File: src/rtl/adder_pkg.sv
// rtl/adder_pkg.sv - shared types and defaults for the adder sum accumulator
package adder_pkg;

    localparam int ADDER_WIDTH = 32;
    localparam int ACC_COUNT_W = 8;

    typedef enum logic [1:0] {
        IDLE  = 2'd0,
        ACCUM = 2'd1,
        DONE  = 2'd2
    } acc_state_e;

    typedef struct packed {
        logic        carry;
        logic [31:0] sum;
    } acc_beat_t;

endpackage

File: src/rtl/acc_frame_ctrl.sv
// rtl/acc_frame_ctrl.sv - frame FSM, frame-length compare and handshake outputs
module acc_frame_ctrl
    import adder_pkg::*;
#(
    parameter int COUNT_W = ACC_COUNT_W
) (
    input  logic               clk,
    input  logic               rst_n,
    input  logic               start,
    input  logic [COUNT_W-1:0] frame_len,
    input  logic               in_valid,
    input  logic               out_ready,
    input  logic [COUNT_W-1:0] beat_cnt,
    output logic               in_ready,
    output logic               out_valid,
    output logic               busy,
    output logic               start_ok,
    output logic               xfer
);

    acc_state_e         state;
    acc_state_e         state_next;
    logic [COUNT_W-1:0] len_q;

    always_ff @(posedge clk or negedge rst_n) begin
        if (!rst_n) begin
            state <= IDLE;
            len_q <= '0;
        end else begin
            state <= state_next;
            if (start_ok) begin
                len_q <= frame_len;
            end
        end
    end

    always_comb begin
        state_next = state;
        in_ready   = 1'b0;
        out_valid  = 1'b0;
        busy       = 1'b0;
        start_ok   = 1'b0;
        xfer       = 1'b0;
        case (state)
            IDLE: begin
                if (start) begin
                    start_ok   = 1'b1;
                    state_next = (frame_len == '0) ? DONE : ACCUM;
                end
            end
            ACCUM: begin
                in_ready = 1'b1;
                busy     = 1'b1;
                xfer     = in_valid;
                // The beat landing on this edge is the last one when the count reaches len_q.
                if (in_valid && (beat_cnt + COUNT_W'(1) == len_q)) begin
                    state_next = DONE;
                end
            end
            DONE: begin
                out_valid = 1'b1;
                busy      = 1'b1;
                if (out_ready) begin
                    state_next = IDLE;
                end
            end
            default: state_next = IDLE;
        endcase
    end

endmodule

File: src/rtl/adder_sum_accumulator.sv
// rtl/adder_sum_accumulator.sv - accumulates framed {carry,sum} beats from the adder
// Optional carry-beat counter enabled by defining ACC_CARRY_CNT_EN.
module adder_sum_accumulator
    import adder_pkg::*;
#(
    parameter  int WIDTH   = ADDER_WIDTH,
    parameter  int COUNT_W = ACC_COUNT_W,
    localparam int ACC_W   = WIDTH + 1 + COUNT_W
) (
    input  logic               clk,
    input  logic               rst_n,
    input  logic               start,
    input  logic [COUNT_W-1:0] frame_len,
    input  logic               in_valid,
    output logic               in_ready,
    input  logic [WIDTH-1:0]   sum_in,
    input  logic               carry_in,
    output logic               out_valid,
    input  logic               out_ready,
    output logic [ACC_W-1:0]   acc_out,
    output logic [COUNT_W-1:0] beat_cnt,
    output logic               busy,
    output logic [COUNT_W-1:0] carry_cnt
);

    logic             start_ok;
    logic             xfer;
    logic [ACC_W-1:0] acc;
    logic [WIDTH:0]   beat;

    assign beat    = {carry_in, sum_in};
    assign acc_out = acc;

    acc_frame_ctrl #(
        .COUNT_W(COUNT_W)
    ) u_ctrl (
        .clk      (clk),
        .rst_n    (rst_n),
        .start    (start),
        .frame_len(frame_len),
        .in_valid (in_valid),
        .out_ready(out_ready),
        .beat_cnt (beat_cnt),
        .in_ready (in_ready),
        .out_valid(out_valid),
        .busy     (busy),
        .start_ok (start_ok),
        .xfer     (xfer)
    );

    // ACC_W leaves COUNT_W bits of headroom, so the sum cannot wrap.
    always_ff @(posedge clk or negedge rst_n) begin
        if (!rst_n) begin
            acc      <= '0;
            beat_cnt <= '0;
        end else if (start_ok) begin
            acc      <= '0;
            beat_cnt <= '0;
        end else if (xfer) begin
            acc      <= acc + ACC_W'(beat);
            beat_cnt <= beat_cnt + COUNT_W'(1);
        end
    end

`ifdef ACC_CARRY_CNT_EN
    always_ff @(posedge clk or negedge rst_n) begin
        if (!rst_n) begin
            carry_cnt <= '0;
        end else if (start_ok) begin
            carry_cnt <= '0;
        end else if (xfer && carry_in) begin
            carry_cnt <= carry_cnt + COUNT_W'(1);
        end
    end
`else
    assign carry_cnt = '0;
`endif

endmodule
File: config.mk
export PLATFORM = sky130hd
export DESIGN_NAME = adder_sum_accumulator
export DESIGN_NICKNAME = d
export VERILOG_FILES = /design/src/rtl/adder_pkg.sv /design/src/rtl/acc_frame_ctrl.sv /design/src/rtl/adder_sum_accumulator.sv
export SDC_FILE = /design/constraint.sdc
export NUM_CORES = 1
export LEC_CHECK = 0
export BUFFER_PORTS_ARGS = -buffer_cell sky130_fd_sc_hd__buf_2
export CORE_MARGIN = 1.5
export CORE_UTILIZATION = 35
export CTS_BUF_LIST = sky130_fd_sc_hd__clkbuf_4
export CTS_CLUSTER_DIAMETER = 120
export CTS_CLUSTER_SIZE = 8
export DETAILED_ROUTE_END_ITERATION = 8
export PLACE_DENSITY = 0.59
export SLEW_MARGIN = 20
export SYNTH_ARGS = -nofsm -noshare
export SYNTH_HDL_FRONTEND = slang
export SYNTH_HIERARCHICAL = 1
export SYNTH_SLANG_ARGS = --single-unit
File: constraint.sdc
create_clock -name clk -period 4.1 [get_ports clk]
set_clock_uncertainty 0.15 [all_clocks]
set_input_delay 0.82 -clock clk [delete_from_list [all_inputs] [get_ports clk]]
set_output_delay 0.82 -clock clk [all_outputs]
set_load 0.05 [all_outputs]
---- Word level (Yosys, flattened, before mapping) ----
Cells that the tools add are included.
cells by class
  reduce and logical (&&, ||, !) cells .... 6
  eq/ne operators ......................... 6
  multiplexer cells ....................... 15
  add/subtract/negate cells ............... 2
operators by type and width
  cell                 number
  $mux 41              2
  $add 41x33->41       1
  $mux 8               2
  $add 8x1->8 const B  1
  $eq 8x8->1           1
  $logic_not 8->1      1
  $mux 2               4
  $mux 1               6
  $pmux 2 s3           1
  $ne 2x2->1 const B   2
  $reduce_and 3->1     1
  $eq 2x1->1 const B   1
  $eq 2x2->1 const B   1
  $logic_not 2->1      1
  $ne 2x1->1 const B   1
  $reduce_bool 2->1    1
  $reduce_or 2->1      1
  $logic_and 1x1->1    1
storage, ports and cells
  flip-flop bits (word level) ............. 59
  logic and storage cells ................. 33
  input bits .............................. 46
  output and inout bits ................... 60

---- Logic depth before layout (Yosys ltp) ----
Gate-level depths: netlist of run 1.
  depth in word-level cells ............... 5
  gate-level depth with buffers ........... 11

---- Modules after synthesis ----
Netlist of run 1, hierarchy kept.
by module, submodules not included
  module                 times used  seq. area each (sq um)  cells an instance  area an instance (sq um)
  adder_sum_accumulator  1           1,226.2                 475                4,067.7
  acc_frame_ctrl         1           250.2                   78                 755.7

---- Worst setup path before layout of run 1 ----
Ideal clock, no wire load.
  path kind ............................... input to register
  start ................................... input port sum_in[0]
  end ..................................... register acc[38] (netlist: acc_out[38])
  cell stages on the path ................. 11
  data arrival time ....................... 3.220 ns
  path slack .............................. 0.602 ns
  required time ........................... 3.822 ns
  path buffers ............................ 0
  cells stage by stage .................... ha_1 > inv_1 > fa_1 > nand2b_1 > a211oi_2 > o211a_1 > o211ai_2 > a2111oi_4 > nor2_2 > nor4b_1 > mux2_1
between the ends
  longest elaborated chain between the ends .. 3
RTL lines
  element               RTL line                     source
  from (decl)           adder_sum_accumulator.sv:16  input logic [WIDTH-1:0] sum_in,
  $add 41x33->41        adder_sum_accumulator.sv:60  acc <= acc + ACC_W'(beat);
  $mux 41               adder_sum_accumulator.sv:59  end else if (xfer) begin
  $mux 41               adder_sum_accumulator.sv:56  end else if (start_ok) begin
  to (signal assigned)  adder_sum_accumulator.sv:60
  to (decl)             adder_sum_accumulator.sv:28  logic [ACC_W-1:0] acc;
No other way between the ends. The select of a mux whose other input is x is not followed.
A chain may end at the register's enable or synchronous reset.

---- Worst setup path after layout of run 1 ----
Same ends and word-level chain as after synthesis.

==> impl_metrics.yaml, run 1 <==
sta:
  period_minus_slack_ns: 3.30
  worst_pin_slew_ns: 1.03
  tns_ns: 0
  slew_headroom: 0.314
  hold_viol: 0
  holdWs_ns: 0.301
  max_freq_mhz: 303
  fin_crit_sh: 0.804
  worst_slack_ns: 0.803
  final-setup-viol-count: 0
  slew_violations: 0
  rsz0062_at_grt: "no"
die:
  num_io_pins: 106
  floorplan.initialDensity: 0.361
  die_w_um: 120
  die_h_um: 120
  dieArea_um2: 14500
  core_um2: 13300
  num_rows: 42
critical_path:
  reg2reg_depth: 11
  critical-path-slowest-cell: "fa_1"
  reg2reg_slack_ns: 0.83
  cp.arrival_ns: 3.50
  critPathMaxFanout: 3
  cp-end-kind: "flip-flop"
  required_ns: 4.30
  start_kind: "input port"
  worstSetupPathType: "in -> reg"
  max_stage_delay_ns: 0.39
  r2r_end: "acc_out[38]"
  crit_chain: "buf_2 -> ha_1 -> inv_1 -> fa_1 -> nand2b_1 -> a211oi_2 -> o211a_1 -> o211ai_2 -> a2111oi_4 -> nor2_2 -> nor4b_1 -> mux2_1"
  rr_startpoint: "acc_out[0]"
clock_network:
  clk_path_buf_depth: 2
  clkTransAtPathRegs_ns: 0.11
  cts_sinks: 59
  hold_buffers: 0
  numCtsBuffers: 9
  clock_latency_ns: 0.47
  cts-resized-gates: 0
  clock_tree.root_cell: "clkbuf_4"
  cts_tree: "done"
  post_cts_buffers: 0
  htree_levels: 3
drt:
  wl_um: 13000
  avgViaCountPerCell: 5.33
  num_vias: 4406
  antenna_left: 0
  wl_per_cell_um: 15.7
  drt_iter0_drc: 269
  drt_pre_antenna_iters: 5
  drcViolationCount: 0
run:
  cap_violations: 0
grt:
  grtUsageTotal: 0.186
  grt_pass1_vias: 4323
  grt_start_max_net_pins: 36
  antenna_found_initial: 0
  grt_overflow: 0
  grt_pass1_wl_um: 21100
placed_design:
  hpwl_um: 9720
  port-buffer-count: 97
  routabilityCongestion: 0.894
  pre_cts_slack_ns: 0.320
power:
  p_comb_frac: 0.680
  p_sw_frac: 0.550
  power.share.clock: 0.090
  p_per_area_nw_per_um2: 762
  p_leak_nw: 2.72
  seq_power_share: 0.230
  switchingPower_w: 0.00233
  p_int_w: 0.00190
  ir_drop_v: 0.000346
worst_hold_path:
  min_path_type: "in -> async"
cells_and_area:
  nFillCells: 1389
  drive_gt1_frac: 0.215
  synthToLayoutAreaGrowth_pct: 15.2
  final_nets: 730
synthesis:
  ys_ff_latch: 59
  yosys_most_used_dff: "dfrtp_1"
  synth_edf_count: 0
  avgSynthCellArea_um2: 8.72
  yosys_warnings: 6
  seq_area_frac_synth: 0.306
  netlist_area_um2: 4820
  synthCells: 553
  async_flop_share: 1.00
  synth.distinct_cells: 72
status:
  outcome: "completed"
-- stage by stage --
stage	power (W)	cells	util	area, um^2
3_5_place_dp	0.00387	810	0.408	5440
2_1_floorplan	0.00323	560	-	4850
5_1_grt	0.00459	826	0.416	5550
3_3_place_gp	0.00383	810	0.408	5440
4_1_cts	0.00426	826	0.416	5550
6_report	0.00423	827	0.416	5560
-- how the worst max path moves through the flow --
| stage | startpoint | endpoint | slack (ns) |
|---|---|---|---|
| floorplan | sum_in[0] | acc_out[38] | 0.60 |
| global placement | sum_in[0] | acc_out[38] | 0.38 |
| detailed placement | sum_in[0] | acc_out[38] | 0.32 |
| CTS | sum_in[0] | acc_out[38] | 0.82 |
| global route | acc_out[0] | acc_out[38] | 0.64 |
| finish | sum_in[0] | acc_out[38] | 0.80 |
-- worst max-delay path, delay by kind of cell --
family                   cells  cell delay (ns)
adder cells (fa/ha/maj)      2             0.57
AO/OA/AOI/OAI                4             1.05
buffers and inverters        2             0.14
AND/OR/NAND/NOR              3             0.55
multiplexers                 1             0.36
-- Yosys cell counts (3+ instances only) --
library cell  count  area, um^2
o21a_1            5        37.5
buf_1             4        15.0
nor3_1            9        45.0
a311oi_1          3        26.3
nand3b_1          3        22.5
o21ai_1           4        20.0
a21o_1           13        97.6
o211ai_1          5        37.5
nand2b_1          4        25.0
ha_1             38         475
nor3b_1           3        22.5
a21boi_0          3        22.5
a211oi_1          5        37.5
clkbuf_1         12        45.0
dfrtp_1          59        1480
o21bai_1          5        37.5
inv_1            21        78.8
mux2i_1          18         180
and2_1            4        25.0
and3_1            4        25.0
o2111ai_1         5        43.8
o21ai_0          25         125
xor2_1           18         158
nand4_1           9        56.3
mux2_2            4        45.0
mux2_1            8        90.1
xnor2_1          20         175
a31oi_1           5        31.3
nor2_1           59         221
nand2_1          43         161
a22o_1            8        70.1
nand3_1           8        40.0
nor2b_1           8        50.1
nor4_1            5        31.3
or4_1             3        22.5
a21oi_1          50         250
buf_4            10        75.1
-- cells by family after synthesis --
kind of cell    share of synthesized area
simple gates                        0.177
compound gates                      0.227
flops                               0.306
buf+inv                            0.0485
fa+ha+maj                           0.103
xor+xnor                           0.0724
mux                                0.0654
other cells                      0.000777
-- registers in the layout (all words and copies together) (netlist names) --
register and cells:
u_ctrl/state 2, acc_out 41, u_ctrl/len_q 8, beat_cnt 8
-- power groups by stage --
stage	Combinational, W	Sequential (W)	Clock (W)
finish	0.00288	0.000975	0.000379
global route	0.00316	0.00101	0.000424
CTS	0.00289	0.000977	0.000397
detailed placement	0.00288	0.000989	0
global placement	0.00286	0.000976	0
floorplan	0.00176	0.00147	0
-- placed cells by master (no fill, tap or decap), drive strengths merged, types with 21 or more instances in the layout --
master / instances
buf: 102
nor2: 61
dfrtp: 59
a21oi: 50
nand2: 43
ha: 38
o21ai: 31
inv: 21
xnor2: 21
-- layout make-up --
type / count / area, um^2 / share of cell area
Clock buffer: 11 / 82.6 / 0.0149
Sequential cell: 59 / 1480 / 0.266
Clock inverter: 5 / 30.0 / 0.00540
Timing Repair Buffer: 102 / 523 / 0.0941
Tap cell: 176 / 220 / 0.0396
Multi-Input combinational cell: 451 / 3140 / 0.565
Inverter: 22 / 82.6 / 0.0149
Antenna cell: 1 / 2.50 / 0.000450
-- layer usage --
layer | GRT usage | part of all wire
met1 | 0.242 | 0.46
met2 | 0.299 | 0.46
met3 | 0.0434 | 0.057
met4 | 0.0691 | 0.018
met5 | 0 | 0
Power figures use the tool's default switching activity.
==> run 2: changes to the inputs <==
- PLACE_DENSITY: 0.59 -> 0.61
- clock period: 4.1 -> 2.8 ns (I/O delays scaled with it)
==> impl_metrics.yaml, run 2 (synthesized netlist as in run 1, its figures left out) <==
cells_and_area:
  final_nets: 838
  largest_register_ff_count: 41
  nFillCells: 1278
  seqCellArea_um2: 1490
  final_cell_mix: "110 x buf_4, 97 x buf_2, 59 x nor2_1"
  drive_gt1_frac: 0.388
  antenna_cells: 0
  fin_cells: 934
  synthToLayoutAreaGrowth_pct: 40.4
  multi_input_area_um2: 3480
  layout_commonest_cell: "buf_4"
drt:
  wl_um: 14400
  drcViolationCount: 0
  drt_pre_antenna_iters: 5
  avgViaCountPerCell: 5.24
  antenna_left: 0
  wl_per_cell_um: 15.4
  drt_iter0_drc: 212
  num_vias: 4892
clock_network:
  clock_latency_ns: 0.44
  cts_tree: "done"
  numCtsBuffers: 9
  clkTransAtPathRegs_ns: 0.13
  clk_path_buf_depth: 2
  cts_sinks: 59
  clock_tree.root_cell: "clkbuf_4"
  htree_levels: 3
placed_design:
  placed_cells: 910
  routabilityCongestion: 0.896
  port-buffer-count: 97
  pre_cts_slack_ns: -0.539
  hpwl_um: 11200
grt:
  grt_pass1_wl_um: 23700
  grt_pass1_vias: 4874
  antenna_found_initial: 0
  grtUsageTotal: 0.205
  grt_overflow: 0
  grt_start_max_net_pins: 27
power:
  seq_power_share: 0.188
  p_per_area_nw_per_um2: 1140
  switchingPower_w: 0.00384
  ir_drop_v: 0.000673
  p_leak_nw: 3.30
  p_int_w: 0.00385
  power.share.clock: 0.094
  p_sw_frac: 0.500
  p_comb_frac: 0.718
critical_path:
  required_ns: 2.99
  worstSetupPathType: "reg -> reg"
  start_kind: "flip-flop"
  reg2reg_slack_ns: -0.12
  critPathMaxFanout: 4
  cp-end-kind: "flip-flop"
  cp.arrival_ns: 3.11
  rr_startpoint: "acc_out[17]"
  reg2reg_depth: 9
  startpoint: "acc_out[17]"
die:
  num_io_pins: 106
  die_h_um: 120
  floorplan.initialDensity: 0.361
  core_um2: 13300
  dieArea_um2: 14500
  die_w_um: 120
  num_rows: 42
sta:
  tns_ns: -0.322
  period_minus_slack_ns: 2.92
  worst_pin_slew_ns: 0.773
  hold_viol: 0
  fin_crit_sh: 1.04
  max_freq_mhz: 342
  slew_headroom: 0.483
  rsz0062_at_grt: "yes"
  slew_violations: 0
  final-setup-viol-count: 5
  worst_slack_ns: -0.121
worst_hold_path:
  min_path_type: "in -> reg"
  min_from: "frame_len[1]"
  min_path_cells: 2
run:
  cap_violations: 0
status:
  outcome: "finished, violations left"
  violations: "setup timing"
[run 2: cell count changes in the layout (fill, tap and decap cells not counted), moves of 3 or more]
cell	delta
o21ai_1	+5
a21oi_1	-7
ha_4	+10
dfrtp_2	+11
ha_1	-12
clkinv_2	-3
buf_4	+105
dfrtp_1	-11
a21oi_2	+5
o21ai_0	-6
[run 2: critical path: stages (launching register included)]
cell	delay, ns
dfrtp_2	0.43
ha_1	0.34
and3_1	0.26
buf_4	0.15
o2111ai_4	0.13
and4_4	0.24
nor4_4	0.28
o21ai_2	0.12
a2111oi_2	0.38
mux2_1	0.36
[run 2: path summary, 6_finish.rpt]
path,to
min,u_ctrl/len_q[1]
min in group asynchronous,acc_out[22]
min reg2reg,u_ctrl/len_q[6]
max,acc_out[39]
max reg2reg,acc_out[39]
max in group asynchronous,acc_out[21]
[run 2: through the flow]
step / total power (W) / area, um^2 / hold slack, ns / utilization
3_3_place_gp: 0.00651 / 6310 / 0.353 / 0.472
6_report: 0.00769 / 6770 / 0.187 / 0.507
4_1_cts: 0.00743 / 6540 / 0.154 / 0.490
5_1_grt: 0.00825 / 6770 / 0.155 / 0.507
2_1_floorplan: 0.00484 / 4970 / 0.114 / -
3_5_place_dp: 0.00661 / 6310 / 0.351 / 0.472
[run 2: cell type report]
cell class                      count  area share
Clock buffer                        9     0.00997
Clock inverter                      7      0.0137
Inverter                           22      0.0122
Multi-Input combinational cell    451       0.513
Sequential cell                    59       0.220
Tap cell                          176      0.0325
Timing Repair Buffer              210       0.198
[run 2: per-layer routing]
metal	vias up	part of all wire	global-route usage
li1	2403	-	-
met1	2357	0.47	0.278
met2	118	0.47	0.332
met3	14	0.045	0.0396
met4	0	0.010	0.0603
met5	-	0	0
[run 2: repair_timing]
item                                    CTS  global route
pin swaps                                 8            22
buffers inserted                          2             6
gates cloned                              0             0
endpoints found under the setup margin   14            20
hold buffers                              1             0
endpoints found under the hold margin    15             0
resized for setup                        10            35
[run 2: power by group through the flow]
stage	clock network, W	logic (W)	registers [W]
after floorplan	0	0.00265	0.00218
after global placement	0	0.00508	0.00143
after detailed placement	0	0.00516	0.00145
after CTS	0.000749	0.00524	0.00143
after global routing	0.000785	0.00598	0.00148
final	0.000726	0.00552	0.00144
